### config.mk
export PLATFORM = sky130hd
export DESIGN_NAME = islip_sched
export DESIGN_NICKNAME = d
export VERILOG_FILES = /design/src/rtl/sched_pkg.sv /design/src/rtl/rr_pick.sv /design/src/rtl/islip_sched.sv
export SDC_FILE = /design/constraint.sdc
export NUM_CORES = 1
export LEC_CHECK = 0
export ABC_CLOCK_PERIOD_IN_PS = 5000
export CAP_MARGIN = 20
export CORE_ASPECT_RATIO = 1.75
export CORE_MARGIN = 2
export CORE_UTILIZATION = 40
export CTS_CLUSTER_SIZE = 12
export DETAILED_ROUTE_END_ITERATION = 8
export GPL_TIMING_DRIVEN = 0
export PLACE_DENSITY = 0.56
export SETUP_SLACK_MARGIN = 0.05
export SYNTH_ARGS = -nofsm -noshare
export SYNTH_HDL_FRONTEND = slang
export SYNTH_SLANG_ARGS = --single-unit
### constraint.sdc
create_clock -name clk -period 5 [get_ports clk]
set_input_delay 1 -clock clk [delete_from_list [all_inputs] [get_ports clk]]
set_output_delay 1 -clock clk [all_outputs]
set_load 0.02 [all_outputs]
### src/rtl/sched_pkg.sv
// Shared types for the 4x4 iSLIP scheduler: port count, port index and FSM states.
package sched_pkg;
  localparam int NPORT = 4;

  typedef logic [1:0] port_idx_t;

  typedef enum logic [1:0] {
    IDLE   = 2'd0,
    GRANT  = 2'd1,
    ACCEPT = 2'd2,
    DONE   = 2'd3
  } sched_state_t;
endpackage

### src/rtl/rr_pick.sv
// Combinational round-robin picker: first set request at or after ptr, wrapping.
module rr_pick
  import sched_pkg::*;
(
  input  logic [NPORT-1:0] req,
  input  port_idx_t        ptr,
  output logic [NPORT-1:0] pick,
  output port_idx_t        idx,
  output logic             valid
);
  port_idx_t cand;

  always_comb begin
    pick  = '0;
    idx   = '0;
    valid = 1'b0;
    cand  = ptr;
    for (int k = 0; k < NPORT; k++) begin
      cand = ptr + port_idx_t'(k);
      if (!valid && req[cand]) begin
        valid      = 1'b1;
        idx        = cand;
        pick[cand] = 1'b1;
      end
    end
  end
endmodule

### src/rtl/islip_sched.sv
// 4x4 iSLIP scheduler: IDLE -> (GRANT -> ACCEPT)xN -> DONE -> IDLE.
// ISLIP_MULTI_ITER_EN enables up to ITERS grant/accept iterations; otherwise one iteration.
module islip_sched
  import sched_pkg::*;
#(
  parameter int ITERS = 2
) (
  input  logic        clk,
  input  logic        reset,
  input  logic        sched_en,
  input  logic [15:0] voq_empty,
  output logic [3:0]  sched_sel_en,
  output logic [7:0]  sched_sel,
  output logic        sched_busy,
  output logic        sched_done
);
`ifdef ISLIP_MULTI_ITER_EN
  localparam logic [2:0] MAX_ITERS = 3'(ITERS);
`else
  // ITERS is accepted for interface compatibility but has no effect here.
  localparam logic [2:0] MAX_ITERS = (ITERS > 0) ? 3'd1 : 3'd1;
`endif

  sched_state_t state_reg, state_next;

  logic [NPORT-1:0][NPORT-1:0] req_reg;  // [ingress][egress]
  logic [NPORT-1:0]            in_matched_reg, out_matched_reg;
  port_idx_t [NPORT-1:0]       match_reg;
  port_idx_t [NPORT-1:0]       grant_ptr_reg, accept_ptr_reg;
  logic [NPORT-1:0]            grant_valid_reg;
  port_idx_t [NPORT-1:0]       grant_idx_reg;
  logic [2:0]                  iter_reg;
  logic [7:0]                  sel_hold_reg;

  logic [NPORT-1:0]            grant_valid;
  port_idx_t [NPORT-1:0]       grant_idx;
  logic [NPORT-1:0][NPORT-1:0] grant_pick_unused;
  logic [NPORT-1:0]            accept_valid;
  port_idx_t [NPORT-1:0]       accept_idx;
  logic [NPORT-1:0][NPORT-1:0] accept_pick;  // [ingress] one-hot over egress
  logic [NPORT-1:0]            out_new;

  // Per port gi: grant arbiter for egress gi, accept arbiter for ingress gi.
  for (genvar gi = 0; gi < NPORT; gi++) begin : g_port
    logic [NPORT-1:0] grant_req, accept_req;
    for (genvar gk = 0; gk < NPORT; gk++) begin : g_bit
      assign grant_req[gk]  = req_reg[gk][gi] & ~in_matched_reg[gk] & ~out_matched_reg[gi];
      assign accept_req[gk] = grant_valid_reg[gk] & (grant_idx_reg[gk] == port_idx_t'(gi))
                              & ~in_matched_reg[gi];
    end
    rr_pick u_grant (
      .req  (grant_req),
      .ptr  (grant_ptr_reg[gi]),
      .pick (grant_pick_unused[gi]),
      .idx  (grant_idx[gi]),
      .valid(grant_valid[gi])
    );
    rr_pick u_accept (
      .req  (accept_req),
      .ptr  (accept_ptr_reg[gi]),
      .pick (accept_pick[gi]),
      .idx  (accept_idx[gi]),
      .valid(accept_valid[gi])
    );
  end

  always_comb begin
    out_new = '0;
    for (int i = 0; i < NPORT; i++) out_new = out_new | accept_pick[i];
  end

  always_comb begin
    state_next = state_reg;
    case (state_reg)
      IDLE:    if (sched_en) state_next = GRANT;
      GRANT:   state_next = ACCEPT;
      ACCEPT:  if (!(|accept_valid) || ((iter_reg + 3'd1) >= MAX_ITERS)) state_next = DONE;
               else state_next = GRANT;
      DONE:    state_next = IDLE;
      default: state_next = IDLE;
    endcase
  end

  always_ff @(posedge clk) begin
    if (reset) begin
      state_reg       <= IDLE;
      req_reg         <= '0;
      in_matched_reg  <= '0;
      out_matched_reg <= '0;
      match_reg       <= '0;
      grant_ptr_reg   <= '0;
      accept_ptr_reg  <= '0;
      grant_valid_reg <= '0;
      grant_idx_reg   <= '0;
      iter_reg        <= '0;
      sel_hold_reg    <= '0;
    end else begin
      state_reg <= state_next;
      case (state_reg)
        IDLE: if (sched_en) begin
          for (int i = 0; i < NPORT; i++)
            for (int j = 0; j < NPORT; j++)
              req_reg[i][j] <= ~voq_empty[NPORT*i+j];
          in_matched_reg  <= '0;
          out_matched_reg <= '0;
          match_reg       <= '0;
          iter_reg        <= '0;
        end
        GRANT: begin
          grant_valid_reg <= grant_valid;
          grant_idx_reg   <= grant_idx;
        end
        ACCEPT: begin
          in_matched_reg  <= in_matched_reg | accept_valid;
          out_matched_reg <= out_matched_reg | out_new;
          iter_reg        <= iter_reg + 3'd1;
          // Pointers move only on first-iteration accepts to keep iSLIP's desynchronisation.
          for (int i = 0; i < NPORT; i++) begin
            if (accept_valid[i]) begin
              match_reg[i] <= accept_idx[i];
              if (iter_reg == 3'd0) accept_ptr_reg[i] <= accept_idx[i] + port_idx_t'(1);
            end
          end
          for (int j = 0; j < NPORT; j++)
            if (out_new[j] && iter_reg == 3'd0) grant_ptr_reg[j] <= grant_idx_reg[j] + port_idx_t'(1);
        end
        DONE: sel_hold_reg <= match_reg;
        default: ;
      endcase
    end
  end

  assign sched_busy   = (state_reg != IDLE);
  assign sched_done   = (state_reg == DONE);
  assign sched_sel_en = sched_done ? in_matched_reg : '0;
  assign sched_sel    = sched_done ? match_reg : sel_hold_reg;
endmodule

==> metrics.csv <==
metric;value;unit
post_cts_buffers;0;
post_route_cells_drive_above_1_share;0.0950;
multi_input_comb_area;3990;um^2
core.rowCount;58;
nets;835;
ir_drop;0.000145;V
stdcell_area;6650;um^2
grt_start_max_net_pins;14;
syn-num-nets;792;
endpoint_kind;register;
wl_per_cell;20.9;um
drt_iter0_markers;348;
hp-class;reg -> reg;
crit_fanout;10;
status;complete, no violations;
required;5.23;ns
gp_congestion;0.990;
dpl.hpwl;16100;um
clock_path_buffers;2;
start_kind;register;
synth_top_area_frac;0.253;
cts_inserted_buffers;9;
clkTransAtPathRegs;0.07;ns
cp_top_family;compound AO/OA/AOI/OAI gates;
drc;0;
synth_enable_flop_cells;0;
synth.distinct_cells;71;
slew_violations;0;
final_core_util;0.467;
relSlewSlack;0.455;
clock_latency;0.34;ns
synth_top_area_cell;dfxtp_1;
placed_cell_area;6320;um^2
grt_pass1_wl;31200;um
leakagePower;2.41;nW
maxCapViolCount;0;
final.setup_skew;0.0132;ns
wl;20100;um
regArea;1460;um^2
grt_pass1_vias;5711;
path_cells;buf_2 -> inv_1 -> ha_1 -> inv_1 -> a211oi_1 -> a22oi_1 -> nor3b_1 -> a221oi_1 -> a31oi_1 -> mux2_4;
finalHoldViolCount;0;
fillCellCount;1465;
synth-async-reset-ratio;0;
netlist_top_cells_count;73 x dfxtp_1, 69 x nor2_1, 59 x a21oi_1, 42 x ha_1, 42 x o21ai_0;
hold_slack;0.469;ns
cp_common_cell;inv_1;
tritoncts;yes;
yosysMostFrequentCell;dfxtp_1;
clock_sinks;73;
ys_ff_latch;73;
start_util;0.406;
p_per_area;249;nW/um^2
track_usage;0.266;
post-route-period-util;0.705;
io_buffers;32;
num_vias;5871;
crit_type;reg -> reg;
timing.fmax;283;MHz
dieWidth;94.8;um
crit_buf_inv;3;
antenna_cells;0;
cts-root-buf;clkbuf_16;
tns;0;ns
worst_pin_slew;0.811;ns
syn_avg_cell_area;7.90;um^2
cts_resized;0;
rsz0062_at_grt;no;
core_area;14200;um^2
cp_slowest_cell;a31oi_1;
min_period;3.53;ns
syn_area;5770;um^2
synthCells;731;
largest_reg_flops;16;
overflow;0;
yosysSeqAreaShare;0.253;
ant_nets;0;
ys_warn_count;0;
synth.area.top_cells;dfxtp_1 25%, ha_1 9.1%, a21oi_1 5.1%, a211oi_1 4.8%, nor2_1 4.5%;
firstDrtPassIters;6;
fp.dieArea;15500;um^2
worstPathArrival;3.76;ns
syn_to_final_growth;15.1;%
viasPerCell;6.12;
cts-htree-levels;3;
io_pins;33;
holdBufCountCts;0;
setup_viol;0;
die_y;163;um
slowest_delay;0.62;ns
antenna_found_initial;0;
synth_ff_type;dfxtp_1;
-- layout make-up --
| class | instances | share of cell area |
|---|---|---|
| Clock inverter | 6 | 0.0135 |
| Sequential cell | 73 | 0.220 |
| Clock buffer | 10 | 0.0359 |
| Buffer | 41 | 0.0273 |
| Inverter | 39 | 0.0220 |
| Tap cell | 180 | 0.0339 |
| Timing Repair Buffer | 32 | 0.0482 |
| Multi-Input combinational cell | 578 | 0.599 |
-- cells by family (layout without fill, tap and decap cells) --
family,count (synthesis),count (layout),synth area share
and+or+nand+nor,278,278,0.276
DFF,73,73,0.253
muxes,21,21,0.0405
xor gates and xnor gates,3,3,0.00455
AOI/OAI and AO/OA,234,234,0.278
adders and majority gates,42,42,0.0910
buffers and inverters,80,128,0.0568
-- final timing paths --
kind | slack [ns] | from | end | depth (start not counted)
max | 1.47 | accept_ptr_reg[4]$_SDFFE_PP0P_ | grant_ptr_reg[0]$_SDFFE_PP0P_ | 10
min | 0.47 | match_reg[0]$_SDFFE_PP0P_ | match_reg[0]$_SDFFE_PP0P_ | 2
max reg2reg | 1.47 | accept_ptr_reg[4]$_SDFFE_PP0P_ | grant_ptr_reg[0]$_SDFFE_PP0P_ | 10
min reg2reg | 0.47 | match_reg[0]$_SDFFE_PP0P_ | match_reg[0]$_SDFFE_PP0P_ | 2
-- where the power goes --
group | total, mW | internal [mW] | leakage, nW | switching (mW)
Combinational | 0.305 | 0.113 | 1.66 | 0.192
Sequential | 0.629 | 0.606 | 0.593 | 0.0230
Clock | 0.723 | 0.453 | 0.159 | 0.270
Total | 1.66 | 1.17 | 2.41 | 0.485
-- layout by cell type (no fill, tap or decap), types with 6 or more instances in the layout --
cell type        instances
buf_2                   10
inv_1                   39
a21o_1                  14
a211oi_1                37
nand4bb_1                6
clkbuf_16                9
a21oi_1                 59
a31oi_1                 12
or2_2                    8
nand2b_1                16
clkbuf_1                28
a221oi_1                 8
and2_1                   6
nand2_1                 39
mux2i_1                  7
dfxtp_1                 73
nand3b_1                21
and3_1                   7
nand3_1                 31
or3_1                    6
mux2_2                   9
clkdlybuf4s50_1         32
nor3b_1                 13
o21a_1                   6
ha_1                    42
nor2b_1                 17
or3b_2                   7
o21ai_0                 42
nor2_1                  69
-- worst register-to-register path: stages, from the launching register on --
cell and delay (ns):
dfxtp_1 0.49, buf_2 0.27, inv_1 0.15, ha_1 0.39
inv_1 0.07, a211oi_1 0.24, a22oi_1 0.22, nor3b_1 0.42
a221oi_1 0.18, a31oi_1 0.62, mux2_4 0.36
-- per-stage QoR --
stage,power [mW],std cells,worst slack (ns)
final,1.66,959,1.47
after global routing,1.72,959,1.46
after CTS,1.67,959,1.58
after detailed placement,0.943,943,1.60
after global placement,0.938,943,1.56
after floorplan,0.838,731,2.47
-- metal layers --
layer	routed length, um	track usage	part of all wire	vias up
li1	-	-	-	2790
met3	737	0.0338	0.037	65
met4	1260	0.170	0.063	0
met5	0	0	0	-
met2	10800	0.489	0.54	205
met1	7300	0.277	0.36	2811
Power figures use the tool's default switching activity.
==> patch (config.mk and constraints unchanged) <==
Add a define of `ISLIP_MULTI_ITER_EN`.
--- a/src/rtl/islip_sched.sv
+++ b/src/rtl/islip_sched.sv
@@ -2,2 +2,4 @@
 // ISLIP_MULTI_ITER_EN enables up to ITERS grant/accept iterations; otherwise one iteration.
+`define ISLIP_MULTI_ITER_EN
+
 module islip_sched
Function: changed (Yosys sat finds a counterexample within 4 cycles, from zero or initial values and one cycle with reset high).
==> patch against the unedited design <==
- sequential cell count unchanged
- worst hold slack better by 4.4 ps
- clock power fell by 1%
- via count fell by 2.3%
- area after synthesis fell by 0.37%
- total power fell by 0.38%
- cell area down 0.60%
- routed wire length decreased by 0.56%
- critical path depth fell by 6
- worst setup slack worse by 120 ps
- critical endpoint is now sched_sel[5]
==> patch: results (changes against the unedited design) <==
Cells and area
  • # nets final: 818 (was 835)
  • Max FFs per register: 16 (unchanged)
  • Fillers: 1467 (was 1465)
  • Antenna diodes: 0 (unchanged)
  • Fraction of layout cells with a size suffix above 1: 10.2% (was 9.50%)

Setup path
  • CP max FO: 10 (unchanged)
  • R2R cell count: 9 (was 10)
  • CP max stage cell: clkdlybuf4s50_1 (was a31oi_1)
  • CP arrival: 2640 ps (was 3760 ps)
  • Crit-path max cell delay: between 600 and 700 ps

Placed design
  • DP Wirelength: 15900 µm (was 16100 µm)
  • GPL Wtd Cong: 0.979 (was 0.990)
  • Port Buffer Count: 31 (was 32)

Power
  • Peak supply drop: 0.000212 V (was 0.000145 V)
  • Leakage: 0.00245 µW (was 0.00241 µW)
  • P_sw: 493 µW (was 485 µW)

Synth
  • Post-synth net total: 776 (was 792)
  • Warning count from the yosys run: 0 (unchanged)
  • Synth unique cells: 71 (unchanged)
  • Commonest cells in the netlist: dfxtp_1 (73), a21oi_1 (61), nor2_1 (60) (was dfxtp_1 (73), nor2_1 (69), a21oi_1 (59))
  • Asr flop ratio synth: 0% (unchanged)
  • Top cells by area, synth: dfxtp_1 (25%), ha_1 (9.4%), a21oi_1 (5.3%), nor2_1 (3.9%), a211oi_1 (3.7%) (was dfxtp_1 (25%), ha_1 (9.1%), a21oi_1 (5.1%), a211oi_1 (4.8%), nor2_1 (4.5%))
  • Register area share after synthesis: 25.4% (was 25.3%)

Clock network
  • CTS Root Cell: clkbuf_16 (unchanged)
  • PostCTS Resize Cnt: 0 (unchanged)
  • Deepest clock path buffer count: 2 (unchanged)
  • Setup bufs post-CTS: 0 (unchanged)
  • Inserted Clock Buffers: 9 (unchanged)
  • Worst skew pair latency: between 300 and 400 ps
  • H-tree depth: 3 (unchanged)

Status
  • Status: completed (unchanged)

Global routing
  • GRT Total Usage: 26.5% (was 26.6%)
  • Initial antenna violation count: 0 (unchanged)
  • GRT overflow: 0 (unchanged)
  • Largest net degree at the start of global routing: 14 (unchanged)
  • First-pass GRT wire length: 30500 µm (was 31200 µm)
  • Vias in the first global route: 5462 (was 5711)

Hold path
  • Worst min-delay path class: flip-flop to flip-flop (unchanged)

STA
  • Final Max Tran Viols: 0 (unchanged)
  • Worst Skew: 7.84 ps (was 13.2 ps)
  • Slew margin rel.: 32.9% (was 45.5%)

Detailed routing
  • Vias: 5735 (was 5871)
  • Initial DRC count: 474 (was 348)
  • Wirelength per Cell: 21.2 µm (was 20.9 µm)
  • DRT Pass-1 Iters: 5 (was 6)
[patch: power groups by stage]
stage | registers (µW) | logic (µW) | clock network (µW)
2_1_floorplan | 634 | 205 | 0
3_3_place_gp | 638 | 299 | 0
3_5_place_dp | 639 | 304 | 0
4_1_cts | 626 | 305 | 722
5_1_grt | 630 | 336 | 749
6_report | 627 | 308 | 715
[patch: cells by family after synthesis]
| kind of cell | share of synthesized area (%) |
|---|---|
| AND/OR/NAND/NOR | 26.3 |
| AO/OA/AOI/OAI | 28.1 |
| buffers and inverters | 5.87 |
| flip-flops | 25.4 |
| adder cells (fa/ha/maj) | 9.35 |
| multiplexers | 3.61 |
| XOR/XNOR | 1.37 |
[patch: critical path: cells and delay by family, from the launching register on]
family	cells	cell delay (ps)
buffers and inverters	2	1110
flip-flops	1	410
multiplexers	1	340
AND/OR/NAND/NOR	1	430
[patch: area by class of cell]
type / count / area [µm²] / area share [%]
inverters: 35 / 131 / 1.99
well taps: 180 / 225 / 3.41
flip-flops and latches: 73 / 1460 / 22.1
plain buffers: 42 / 206 / 3.12
repair buffers: 31 / 310 / 4.70
clock buffers: 10 / 229 / 3.46
clock inverters: 6 / 91.3 / 1.38
multi-input cells: 564 / 3950 / 59.8
[patch: layer usage]
metal	GRT usage, %	share of wire (%)	up-vias
met5	0	0	-
met4	14.5	5.9	0
met3	3.75	3.8	64
met2	49.9	55	234
met1	27.3	36	2734
li1	-	-	2703
[patch: final timing paths]
| path | endpoint | slack (ps) | start |
|---|---|---|---|
| setup reg to reg | grant_ptr_reg[2] | 1800 | accept_ptr_reg[3] |
| hold reg to reg | match_reg[5] | 470 | match_reg[5] |
| setup / recovery | sched_sel[5] | 1360 | state_reg[0] |
| hold / removal | match_reg[5] | 470 | match_reg[5] |
[patch: metrics by stage]
| stage | cell area [µm²] | worst slack (ps) | instances | hold slack [ps] |
|---|---|---|---|---|
| after global placement | 6290 | 1770 | 925 | 461 |
| final | 6610 | 1360 | 941 | 474 |
| after CTS | 6610 | 1340 | 941 | 477 |
| after floorplan | 5750 | 2510 | 714 | 445 |
| after global routing | 6610 | 1220 | 941 | 500 |
| after detailed placement | 6290 | 1730 | 925 | 465 |
